===== config.mk =====
export PLATFORM = sky130hd
export DESIGN_NAME = serial_frame_rx
export DESIGN_NICKNAME = d
export VERILOG_FILES = /design/src/rtl/serial_frame_rx.sv
export SDC_FILE = /design/constraint.sdc
export NUM_CORES = 1
export LEC_CHECK = 0
export BUFFER_PORTS_ARGS = -buffer_cell sky130_fd_sc_hd__buf_2
export CELL_PAD_IN_SITES_DETAIL_PLACEMENT = 1
export CELL_PAD_IN_SITES_GLOBAL_PLACEMENT = 2
export CORE_MARGIN = 8
export CORE_UTILIZATION = 35
export DETAILED_ROUTE_END_ITERATION = 7
export GPL_TIMING_DRIVEN = 0
export MAX_ROUTING_LAYER = met4
export PLACE_DENSITY = 0.75
export SYNTH_ARGS = -nofsm -noshare
export SYNTH_HDL_FRONTEND = slang
export SYNTH_SLANG_ARGS = --single-unit

===== constraint.sdc =====
create_clock -name CLOCK -period 2.2 [get_ports CLOCK]
set_input_delay 0.44 -clock CLOCK [delete_from_list [all_inputs] [get_ports CLOCK]]
set_output_delay 0.44 -clock CLOCK [all_outputs]
set_load 0.1 [all_outputs]

===== src/rtl/serial_frame_rx.sv =====
// serial_frame_rx
// Framed serial receiver for the shift-register serial link. It samples S_IN on
// each bit event (S_VALID & ENABLE), finds the start bit, and deserialises WIDTH
// data bits MSB- or LSB-first. It then checks an optional parity bit and the
// stop bit. Good words go to a one-entry ready/valid output buffer.
//
// Ports:
//   CLOCK, RESET        clock (rising edge), synchronous active-high reset
//   ENABLE              1 = sampling active, 0 = receive FSM frozen
//   S_IN, S_VALID       serial data line and its bit strobe
//   DIR                 0 = MSB first, 1 = LSB first (latched at the start bit)
//   Q, Q_VALID, Q_READY received word and its ready/valid handshake
//   FRAME_ERR, PAR_ERR  one-cycle error pulses (stop bit 0 / parity mismatch)
//   OVERRUN, CLR_OVR    sticky dropped-word flag and its synchronous clear
module serial_frame_rx #(
  parameter int WIDTH      = 8,
  parameter int PARITY_EN  = 1,
  parameter int PARITY_ODD = 0
) (
  input  logic             CLOCK,
  input  logic             RESET,
  input  logic             ENABLE,
  input  logic             S_IN,
  input  logic             S_VALID,
  input  logic             DIR,
  output logic [WIDTH-1:0] Q,
  output logic             Q_VALID,
  input  logic             Q_READY,
  output logic             FRAME_ERR,
  output logic             PAR_ERR,
  output logic             OVERRUN,
  input  logic             CLR_OVR
);

  localparam int             CW   = $clog2(WIDTH + 1);
  localparam logic [CW-1:0]  LAST = CW'(WIDTH - 1);
  localparam logic           ODD  = (PARITY_ODD != 0);

  typedef enum logic [1:0] {IDLE, DATA, PARITY, STOP} state_t;

  state_t           state;
  logic [WIDTH-1:0] shift;
  logic [CW-1:0]    cnt;
  logic             dir_l;
  logic             par_mis;
  logic             bit_ev;
  logic             good_word;

  assign bit_ev    = S_VALID & ENABLE;
  // A stop bit of 1 with no parity mismatch completes a deliverable word.
  assign good_word = bit_ev && (state == STOP) && S_IN && !par_mis;

  function automatic logic [WIDTH-1:0] shift_in(input logic [WIDTH-1:0] cur,
                                                input logic d,
                                                input logic lsb_first);
    return lsb_first ? {d, cur[WIDTH-1:1]} : {cur[WIDTH-2:0], d};
  endfunction

  function automatic logic parity_bad(input logic [WIDTH-1:0] w, input logic p);
    return ((^w) ^ p) != ODD;
  endfunction

  always_ff @(posedge CLOCK) begin
    if (RESET) begin
      state     <= IDLE;
      shift     <= '0;
      cnt       <= '0;
      dir_l     <= 1'b0;
      par_mis   <= 1'b0;
      Q         <= '0;
      Q_VALID   <= 1'b0;
      FRAME_ERR <= 1'b0;
      PAR_ERR   <= 1'b0;
      OVERRUN   <= 1'b0;
    end else begin
      FRAME_ERR <= 1'b0;
      PAR_ERR   <= 1'b0;

      // Receive FSM: only advances on a bit event, so ENABLE=0 freezes it.
      if (bit_ev) begin
        case (state)
          IDLE: begin
            if (!S_IN) begin
              dir_l   <= DIR;
              shift   <= '0;
              cnt     <= '0;
              par_mis <= 1'b0;
              state   <= DATA;
            end
          end
          DATA: begin
            shift <= shift_in(shift, S_IN, dir_l);
            cnt   <= cnt + CW'(1);
            if (cnt == LAST) state <= (PARITY_EN != 0) ? PARITY : STOP;
          end
          PARITY: begin
            par_mis <= parity_bad(shift, S_IN);
            state   <= STOP;
          end
          STOP: begin
            // A bad stop bit masks any parity error on the same frame.
            if (!S_IN)        FRAME_ERR <= 1'b1;
            else if (par_mis) PAR_ERR   <= 1'b1;
            state <= IDLE;
          end
          default: state <= IDLE;
        endcase
      end

      // Output buffer: a same-cycle handshake frees the slot for a new word.
      if (good_word && (!Q_VALID || Q_READY)) begin
        Q       <= shift;
        Q_VALID <= 1'b1;
      end else if (Q_VALID && Q_READY) begin
        Q_VALID <= 1'b0;
      end

      // Setting the overrun flag wins over a same-cycle clear.
      if (good_word && Q_VALID && !Q_READY) OVERRUN <= 1'b1;
      else if (CLR_OVR)                     OVERRUN <= 1'b0;
    end
  end

endmodule


# After elaboration in Yosys (flattened, before gate mapping)

Index checks and enable logic that the tools add are counted.

Register bits: 28
Logic and storage cells: 61
Input port bits: 8
Output and inout bits: 12

Mux-type cells: 16
Eq/ne operators: 6
Bitwise logic cells: 5
Reductions and logical operators: 23
Add/subtract/negate cells: 1

Operator list:

| cell                  | number |
|---|---|
| $mux W8               | 2 |
| $pmux W8 S2           | 1 |
| $reduce_and A3 Y1     | 4 |
| $pmux W2 S4           | 1 |
| $pmux W4 S2           | 1 |
| $reduce_bool A2 Y1    | 4 |
| $reduce_xor A8 Y1     | 1 |
| $logic_and A1 B1 Y1   | 7 |
| $mux W1               | 7 |
| $add A4 B1 Y4 const B | 1 |
| $eq A2 B2 Y1 const B  | 2 |
| $eq A4 B3 Y1 const B  | 1 |
| $mux W2               | 2 |
| $mux W4               | 1 |
| $ne A2 B2 Y1 const B  | 2 |
| $reduce_or A4 Y1      | 1 |
| $logic_not A1 Y1      | 3 |
| $not A1 Y1            | 3 |
| $reduce_or A3 Y1      | 1 |
| $eq A2 B1 Y1 const B  | 1 |
| $logic_not A2 Y1      | 1 |
| $pmux W1 S2           | 1 |
| $and A1 B1 Y1         | 1 |
| $logic_or A1 B1 Y1    | 1 |
| $xor A1 B1 Y1         | 1 |

# Longest topological paths before layout

Depth in word-level cells: 7
Mapped depth: 6
Mapped depth without buffers: 6

# Worst setup path before layout

OpenSTA, ideal clock, no wires.

Path kind: flip-flop to flip-flop
Start: register Q_VALID
End: register Q[4]
Period minus slack after synthesis: 1.766 ns
Arrival time: 1.638 ns
Path buffers: 1
Stages on the path, launching flop included: 6
Data required time: 2.072 ns
Library setup time: 0.128 ns
Setup slack: 0.434 ns
Path through: dfxtp_1 > nor2b_1 > nor4b_1 > buf_4 > mux2i_1 > nor2_1

Cells in the longest elaborated chain, start to end: 3

RTL lines:

| element                  | line | text |
|---|---|---|
| start: declaration       | 27   | `output logic Q_VALID,` |
| start signal: assignment | 71   | `Q_VALID <= 1'b0;` |
| start signal: assignment | 113  | `Q_VALID <= 1'b1;` |
| start signal: assignment | 115  | `Q_VALID <= 1'b0;` |
| $logic_not A1 Y1         | 111  | `if (good_word && (!Q_VALID \|\| Q_READY)) begin` |
| $logic_or A1 B1 Y1       | 111  |  |
| $logic_and A1 B1 Y1      | 111  |  |
| end signal: assignment   | 112  | `Q <= shift;` |
| end: declaration         | 26   | `output logic [WIDTH-1:0] Q,` |

Every way passes these cells.
A chain may end at the register's enable or synchronous reset.

# Worst setup path in the final report

Start: register state[0]
End: register shift[6]

Cells in the longest elaborated chain, start to end: 3
Elaborated cells on any way between the ends: 6
Classes of those cells: 2 x eq/ne; 1 x mux; 3 x reduce/logical

RTL lines:

| element                                                      | line | text |
|---|---|---|
| start: declaration                                           | 41   | `state_t state;` |
| start signal: assignment                                     | 94   | `if (cnt == LAST) state <= (PARITY_EN != 0) ? PARITY : STOP;` |
| $eq A2 B1 Y1 or $logic_not A2 Y1 (tied branches)             | 81   | `case (state)` |
| $reduce_bool A2 Y1 (no line) or $ne A2 B2 Y1 (tied branches) | --   |  |
| $reduce_and A3 Y1 (no line)                                  | --   |  |
| end signal: assignment                                       | 92   | `shift <= shift_in(shift, S_IN, dir_l);` |
| end: declaration                                             | 42   | `logic [WIDTH-1:0] shift;` |

Parallel ways exist; a longest one is shown, timed or not.

==> summary.md <==
| Metric | Value |
|---|---|
| Outcome | `complete, no violations` |
| Clock Skew | `2.868 ps` |
| Crit path capture | `shift[6]$_SDFFE_PP0P_` |
| Diodes inserted | `0` |
| Width of the die | `79.14 um` |
| Slew Limit Fails | `0` |
| Unique masters post-synth | `36` |
| WL/cell | `15.40 um` |
| CTS tree | `yes` |
| Full die area | `6262 um2` |
| Crit path from | `state[0]$_SDFFE_PP0P_` |
| DRC Markers | `0` |
| Starting Density | `35.65%` |
| Crit path arrival time | `2110 ps` |
| Top delay family on crit path | `compound AO/OA/AOI/OAI gates` |
| Clock sink total | `28` |
| Worst-Skew Late Latency | `270 ps` |
| Drt first pass iters | `4` |
| CP Class | `register to register` |
| Routed wire length | `3.342 mm` |
| Overall global routing resource usage | `11.79%` |
| Crit-path slowest cell | `o211ai_1` |
| Total power | `0.0009906 W` |
| RR Endpoint | `shift[6]$_SDFFE_PP0P_` |
| Final Cycle Share | `86.74%` |
| Initial antenna violation count | `0` |
| Post-CTS setup buffer count | `0` |
| Post-DP HPWL | `2.481 mm` |
| Synth Flop Type | `dfxtp_1` |
| Setup violations, final | `0` |
| Least-Margin Pin Slew | `867.6 ps` |
| Cells after Synth | `146` |
| DR vias/cell | `5.124` |
| Die H | `79.14 um` |
| Leak | `0.6510 nW` |
| CTS-repair resized insts | `0` |
| NumNets Final | `182` |
| Syn avg cell area | `9.555 um2` |
| Count of final hold-check violations | `0` |
| Port bufs | `17` |
| Core area | `3914 um2` |
| Largest net degree at the start of global routing | `17` |
| Startpoint types | `register` |
| Worst reg-to-reg setup slack | `290 ps` |
| Maximum resistive drop on vdd | `0.0002165 V` |
| Max capacitance violation total | `0` |
| Drt initial violations | `22` |
| Setup TNS | `0 ps` |
| Post-synth EDFFs | `0` |
| Yosys reg bits | `28` |
| Clock buffer depth | `2` |
| WP buf/inv | `1` |
| Ys Warns | `0` |
| Vias in the first global route | `1243` |
| Reg2reg start | `state[0]$_SDFFE_PP0P_` |
| Global-route wire length before repair | `5.809 mm` |
| Unrepaired setup endpoints after global routing | `no` |
| Routability cong. | `0.7394` |
| WP depth | `5` |
| Crit path max fanout | `10` |
| Vias post-DR | `1112` |
| # IOs | `20` |
| Worst EP required | `2400 ps` |
| Util after Layout | `41.24%` |
| Relative slew slack | `41.91%` |
| Endpoint class of the critical path | `register` |
| Root buf cell | `clkbuf_8` |
| Share of cells above drive strength 1 | `17.96%` |
| Syn_nets | `160` |
| Max H-tree Level | `1` |
| Worst-path cell chain | `inv_1, ha_1, o211ai_1, nand2_1, a21oi_1` |
| Area delta synth->final | `15.70%` |
| Sequential cell area fraction in the yosys report | `40.18%` |
| Grt total ovfl | `0` |
| CP max stage delay | `730 ps` |
| Post-Syn Area | `1395 um2` |
| Power Density | `613.8 nW/um2` |
| Num CTS Buffers | `3` |
| Cts hold-fix bufs | `0` |
| Hold Crit Class | `input pin to register` |
| Asr flop ratio synth | `0%` |
| Worst reg2reg path depth | `5` |
| Post-route ant nets | `0` |
| Max frequency | `524.0 MHz` |
| Post-layout minimum cycle time | `1908 ps` |
| FP Rows | `23` |
| Clock-pin slew on the worst setup and hold paths | `90 ps` |
==> power by group <==
| part | switching (W) | internal (W) |
|---|---|---|
| Sequential | 0.00000235 | 0.000509 |
| Clock | 0.000158 | 0.000243 |
| Combinational | 0.0000503 | 0.0000274 |
| Total | 0.000211 | 0.000780 |
==> per-stage QoR <==
stage	setup slack, ps	std cells	hold WS, ps	cell area, um2
after CTS	274.0	217	389.7	1614
after detailed placement	320.7	213	478.2	1543
after floorplan	434.3	146	436.8	1395
after global routing	113.9	217	393.5	1614
final	291.7	217	395.8	1614
after global placement	357.5	213	456.7	1543
==> area by class of cell <==
type	count	area, um2
clock inverters	1	30.03
plain buffers	10	60.06
inverters	2	7.507
well taps	50	62.56
multi-input cells	106	767.0
fillers	473	2300
flip-flops and latches	28	560.5
repair buffers	17	85.08
clock buffers	3	41.29
==> routing by layer <==
layer | wire [um] | global-route usage [%] | up-vias
li1 | - | - | 554
met1 | 1506 | 12.82 | 543
met2 | 1690 | 20.62 | 13
met3 | 123 | 2.822 | 2
met4 | 22 | 3.704 | 0
met5 | 0 | - | -
==> state kept, by name, summed over array words and instances, names as in the netlist <==
register / count
par_mis: 1
PAR_ERR: 1
OVERRUN: 1
Q_VALID: 1
Q: 8
cnt: 4
shift: 8
state: 2
dir_l: 1
FRAME_ERR: 1
==> worst min path at each step <==
stage                               from              endpoint  slack (ps)  cells past startpoint
global placement     cnt[1]$_SDFFE_PP0P_   cnt[1]$_SDFFE_PP0P_         460                      2
global route                        S_IN  FRAME_ERR$_SDFF_PP0_         390                      2
floorplan           par_mis$_SDFFE_PP0P_    PAR_ERR$_SDFF_PP0_         440                      2
CTS                                 S_IN  FRAME_ERR$_SDFF_PP0_         390                      2
detailed placement   cnt[1]$_SDFFE_PP0P_   cnt[1]$_SDFFE_PP0P_         480                      2
finish                              S_IN  FRAME_ERR$_SDFF_PP0_         400                      2
==> cells by family (layout without fill, tap and decap cells) <==
family                   count (synthesis)  count (layout)  share of synthesized area, %
multiplexers                            18              18                         13.63
adder cells (fa/ha/maj)                  6               6                         5.381
AO/OA/AOI/OAI                           18              18                         8.521
XOR/XNOR                                 8               8                         6.548
flip-flops                              28              28                         40.18
buffers and inverters                   12              33                         4.843
AND/OR/NAND/NOR                         56              56                         20.90
==> placed cells by master (no fill, tap or decap), types with 2 or more instances in the layout <==
cell type   n
a21oi_1    11
buf_2      17
buf_4       2
buf_6       2
clkbuf_1    6
clkbuf_8    3
dfxtp_1    28
ha_1        6
inv_1       2
mux2_1      7
mux2i_1    10
nand2_1    12
nand3_1     2
nand4_1     9
nand4b_1    2
nor2_1     17
nor2b_1     2
nor3_1      3
o2111ai_1   2
xnor2_1     3
xor2_1      3
==> synth_stat cells (2+ instances only) <==
library cell / count / area [um2]
nand4b_1: 2 / 17.52
nor2b_1: 2 / 12.51
a21oi_1: 11 / 55.05
buf_4: 2 / 15.01
nand2_1: 12 / 45.04
dfxtp_1: 28 / 560.5
clkbuf_1: 6 / 22.52
xnor2_1: 3 / 26.28
nand3_1: 2 / 10.01
mux2i_1: 10 / 100.1
xor2_1: 3 / 26.28
nor2_1: 17 / 63.81
inv_1: 2 / 7.510
o2111ai_1: 2 / 17.52
mux2_1: 7 / 78.83
buf_6: 2 / 22.52
ha_1: 6 / 75.07
nand4_1: 9 / 56.30
nor3_1: 3 / 15.01
(Power assumes the default switching activity.)
